<file path="config.mk">
export PLATFORM = sky130hd
export DESIGN_NAME = imm_extender_pipe
export DESIGN_NICKNAME = d
export VERILOG_FILES = /design/src/rtl/imm_ext_pkg.sv /design/src/rtl/ext_skid_buf.sv /design/src/rtl/imm_extender_pipe.sv
export SDC_FILE = /design/constraint.sdc
export NUM_CORES = 1
export LEC_CHECK = 0
export CORE_UTILIZATION = 55
export DETAILED_ROUTE_END_ITERATION = 10
export PLACE_DENSITY = 0.89
export SYNTH_ARGS = -nofsm -noshare
export SYNTH_HDL_FRONTEND = slang
export SYNTH_HIERARCHICAL = 1
export SYNTH_SLANG_ARGS = --single-unit
</file>
<file path="constraint.sdc">
create_clock -name clk -period 2.7 [get_ports clk]
set_input_delay 0.27 -clock clk [delete_from_list [all_inputs] [get_ports clk]]
set_output_delay 0.27 -clock clk [all_outputs]
set_load 0.01 [all_outputs]
</file>
<file path="src/rtl/imm_ext_pkg.sv">
// Shared constants for the decode-stage immediate extender: mode encodings and mode-field width.
package imm_ext_pkg;

  localparam int MODE_W = 2;

  localparam logic [MODE_W-1:0] MODE_ZEXT     = 2'b00;
  localparam logic [MODE_W-1:0] MODE_SEXT     = 2'b01;
  localparam logic [MODE_W-1:0] MODE_SEXT_SHL = 2'b10;
  localparam logic [MODE_W-1:0] MODE_UPPER    = 2'b11;

endpackage

</file>
<file path="src/rtl/ext_skid_buf.sv">
// Two-entry valid/ready skid buffer with flush; 1-cycle latency, in_ready is registered
// (depends only on skid occupancy and flush), so out_ready never reaches in_ready combinationally.
module ext_skid_buf #(
  parameter int W = 37
) (
  input  logic         clk,
  input  logic         rst_n,
  input  logic         flush,
  input  logic         in_valid,
  output logic         in_ready,
  input  logic [W-1:0] in_data,
  output logic         out_valid,
  input  logic         out_ready,
  output logic [W-1:0] out_data
);

  logic         main_vld;
  logic [W-1:0] main_dat;
  logic         skid_vld;
  logic [W-1:0] skid_dat;
  logic         accept;
  logic         take;

  assign in_ready  = !skid_vld && !flush;
  assign accept    = in_valid && in_ready;
  // A flush cycle ignores the consumer's take as well as the producer's beat.
  assign take      = main_vld && out_ready && !flush;
  assign out_valid = main_vld;
  assign out_data  = main_dat;

  always_ff @(posedge clk or negedge rst_n) begin
    if (!rst_n) begin
      main_vld <= 1'b0;
      main_dat <= '0;
      skid_vld <= 1'b0;
      skid_dat <= '0;
    end else if (flush) begin
      main_vld <= 1'b0;
      skid_vld <= 1'b0;
    end else if (take) begin
      if (skid_vld) begin
        main_dat <= skid_dat;
        skid_vld <= 1'b0;
      end else if (accept) begin
        main_dat <= in_data;
      end else begin
        main_vld <= 1'b0;
      end
    end else if (accept) begin
      if (main_vld) begin
        skid_dat <= in_data;
        skid_vld <= 1'b1;
      end else begin
        main_dat <= in_data;
        main_vld <= 1'b1;
      end
    end
  end

endmodule

</file>
<file path="src/rtl/imm_extender_pipe.sv">
// Multi-mode immediate extender: combinational extend, registered through a 2-entry skid buffer
// (1-cycle latency, full throughput; in_ready drops only when the skid entry is occupied or on flush).
module imm_extender_pipe
  import imm_ext_pkg::*;
#(
  parameter int IN_W  = 18,
  parameter int OUT_W = 32,
  parameter int ZW    = 17,
  parameter int SHIFT = 2,
  parameter int UP_W  = 16,
  parameter int TAG_W = 5
) (
  input  logic              clk,
  input  logic              rst_n,
  input  logic              flush,
  input  logic              in_valid,
  output logic              in_ready,
  input  logic [IN_W-1:0]   in_data,
  input  logic [MODE_W-1:0] in_mode,
  input  logic [TAG_W-1:0]  in_tag,
  output logic              out_valid,
  input  logic              out_ready,
  output logic [OUT_W-1:0]  out_data,
  output logic [TAG_W-1:0]  out_tag
);

  if (OUT_W < IN_W + SHIFT || ZW > IN_W || UP_W > OUT_W) begin : g_param_check
    $error("imm_extender_pipe: illegal parameter combination");
  end

  logic [OUT_W-1:0] zext;
  logic [OUT_W-1:0] sext;
  logic [OUT_W-1:0] sext_shl;
  logic [OUT_W-1:0] upper;
  logic [OUT_W-1:0] ext;

  assign zext     = {{(OUT_W-ZW){1'b0}}, in_data[ZW-1:0]};
  assign sext     = {{(OUT_W-IN_W){in_data[IN_W-1]}}, in_data};
  assign sext_shl = sext << SHIFT;
  assign upper    = {in_data[UP_W-1:0], {(OUT_W-UP_W){1'b0}}};

  always_comb begin
    ext = zext;
    case (in_mode)
      MODE_ZEXT:     ext = zext;
      MODE_SEXT:     ext = sext;
      MODE_SEXT_SHL: ext = sext_shl;
      MODE_UPPER:    ext = upper;
      default:       ext = zext;
    endcase
  end

  ext_skid_buf #(
    .W(OUT_W + TAG_W)
  ) u_skid (
    .clk       (clk),
    .rst_n     (rst_n),
    .flush     (flush),
    .in_valid  (in_valid),
    .in_ready  (in_ready),
    .in_data   ({ext, in_tag}),
    .out_valid (out_valid),
    .out_ready (out_ready),
    .out_data  ({out_data, out_tag})
  );

endmodule

</file>
==> metrics <==
status completed; clock sinks 76; design area 4683 um^2; VDD IR max 415.9 uV; final wirelength 7.526 mm; top cells by area, synth dfrtp_1 (50%), mux2_2 (32%), mux2i_1 (4.5%); Post-route DRC 0; Reg clk slew, reported paths 0.08 ns; Core Rows 29; initial antenna violation count 0; gr ovfl total 0; dpl hpwl 5.094 mm; Synth Warn # 6; cell taking the most area after synthesis dfrtp_1; clk_skew 0.008606 ns; Cell Area, Placed 4502 um^2; share of post-route cells with drive strength above 1 39.12%; DIE AREA 7274 um^2; Syn Inst Count 270; CTS tree built; required time of the critical path 2.94 ns; Die X 85.29 um; number of nets in the layout 366; most frequent cells in the layout mux2_2 (107), dfrtp_1 (76), clkdlybuf4s50_1 (67); count of different cell masters after synthesis 24; Slew HR 37.57%; Vias 2,397; CORE AREA 6531 um^2; initial drt markers 93; post-CTS sizing 0; Leak 2.062 nW; vias in the first global route 2,599; Power Dens Cells 678.6 nW/um^2; Clk Latency, worst-skew pair 0.35 ns; Via density 5.748; Initial Util 58.41%; Num CTS Buffers 9; FF-to-FF Start u_skid/out_valid; DR pass1 iterations 4; Syn Std Cell Area 3815 um^2; Max Slew Vio Count 0; postcts setup bufs 0; setup TNS 0 ns; kind of critical path input pin to flip-flop; Tmin final 2.001 ns; Final Setup Violations 0; syn nets 300; Seq cells post-synth 76; Mean Syn Cell Area 14.13 um^2; share of the synthesized area in the top cell type 49.85%; Die Y 85.29 um; Max Clk Rate 0.4998 GHz; Critical Path Sink Type flip-flop; Longest Clk Path Bufs 2; number of diodes 0; clk root buf clkbuf_8; crit path launch flush; sequential element share of the synthesized area 49.85%; number of top-level design ports 69; wire per inst 18.05 um; IO buf count 68; Worst setup SP type input pin; RSZ-0062 raised after global routing false; CP max FO 32; worst hold path type input pin to async pin; largest net degree at the start of global routing 77; area grow syn2layout 22.76%; Final Cycle Share 74.11%; Least-Margin Pin Slew 0.9364 ns; data arrival time of the worst path 2.24 ns; H-Tree Depth 3; ANT nets after route 0; GRT Resource Usage Total 23.26%; GPL Wtd Cong 0.8337; most common cell after layout, fill and taps aside mux2_2; MaxCap Viol Count 0; first-pass GRT wire length 12.89 mm; Hold Vio Cnt, Final 0; cts-stage hold buffer count 0
[synthesized netlist by cell type]
cell type / number
buf_6: 9
nand3b_1: 2
a211oi_4: 1
nor4b_1: 1
dfrtp_1: 76
a22o_1: 14
and2b_4: 1
nand4b_1: 1
o21ai_0: 1
mux2_4: 2
nor2b_1: 2
a21oi_1: 3
mux2_1: 2
nand2b_1: 1
buf_4: 4
mux2i_1: 17
inv_1: 2
o21ai_1: 14
buf_2: 5
a211oi_1: 1
inv_2: 1
o2bb2ai_1: 1
nor2_1: 2
mux2_2: 107
[flip-flops by register name, summed over array words and instances, names as in the netlist]
register          cells
u_skid/skid_dat      37
u_skid/out_valid      1
u_skid/out_data      37
u_skid/skid_vld       1
[power by group]
part | internal, mW | total [mW] | switching (mW)
Combinational | 0.516 | 0.818 | 0.302
Clock | 0.419 | 0.821 | 0.402
Sequential | 1.40 | 1.54 | 0.136
[cell type report]
cell class / count / area [um^2]
clock buffers: 10 / 127.6
clock inverters: 5 / 53.80
fillers: 450 / 1848
inverters: 3 / 11.26
multi-input cells: 173 / 1752
flip-flops and latches: 76 / 1902
well taps: 77 / 96.34
repair buffers: 73 / 740.7
[final timing paths]
| kind | endpoint | slack [ns] | cells after the start |
|---|---|---|---|
| worst max-delay path | u_skid/out_data[36] | 0.70 | 5 |
| worst min-delay path | u_skid/out_data[18] | 0.05 | 1 |
| worst max register to register | u_skid/out_data[36] | 0.76 | 4 |
| worst min register to register | u_skid/skid_dat[8] | 0.49 | 1 |
| max in group asynchronous | u_skid/out_data[29] | 2.04 | 1 |
| min in group clk | u_skid/skid_dat[8] | 0.49 | 1 |
[cell families after synthesis]
family | synth area share, %
and+or+nand+nor | 1.804
muxes | 37.42
DFF | 49.85
buffers and inverters | 4.395
AOI/OAI and AO/OA | 6.527
[critical path: stages]
cell,delay [ns]
clkdlybuf4s50_1,0.55
nand4b_1,0.51
buf_12,0.34
mux2_2,0.30
mux2_2,0.27
[through the flow]
stage,total power [mW],setup WS (ns),instances,util [%],hold WS (ns)
after floorplan,1.971,0.9731,270,-,-0.02559
after global placement,2.339,0.4353,402,68.93,0.4645
after detailed placement,2.378,0.3421,402,68.93,0.4755
after CTS,3.206,0.7210,417,71.71,0.1074
after global routing,3.341,0.6427,417,71.71,0.1320
final,3.178,0.6991,417,71.71,0.05036
[routing by layer]
layer  global-route usage, %  part of all wire, %  vias up
li1                        -                    -     1126
met1                   30.11                   45     1205
met2                   38.49                   50       52
met3                   5.156                  3.6       14
met4                   8.939                  2.0        0
met5                       0                    0        -
Power figures use the tool's default switching activity.
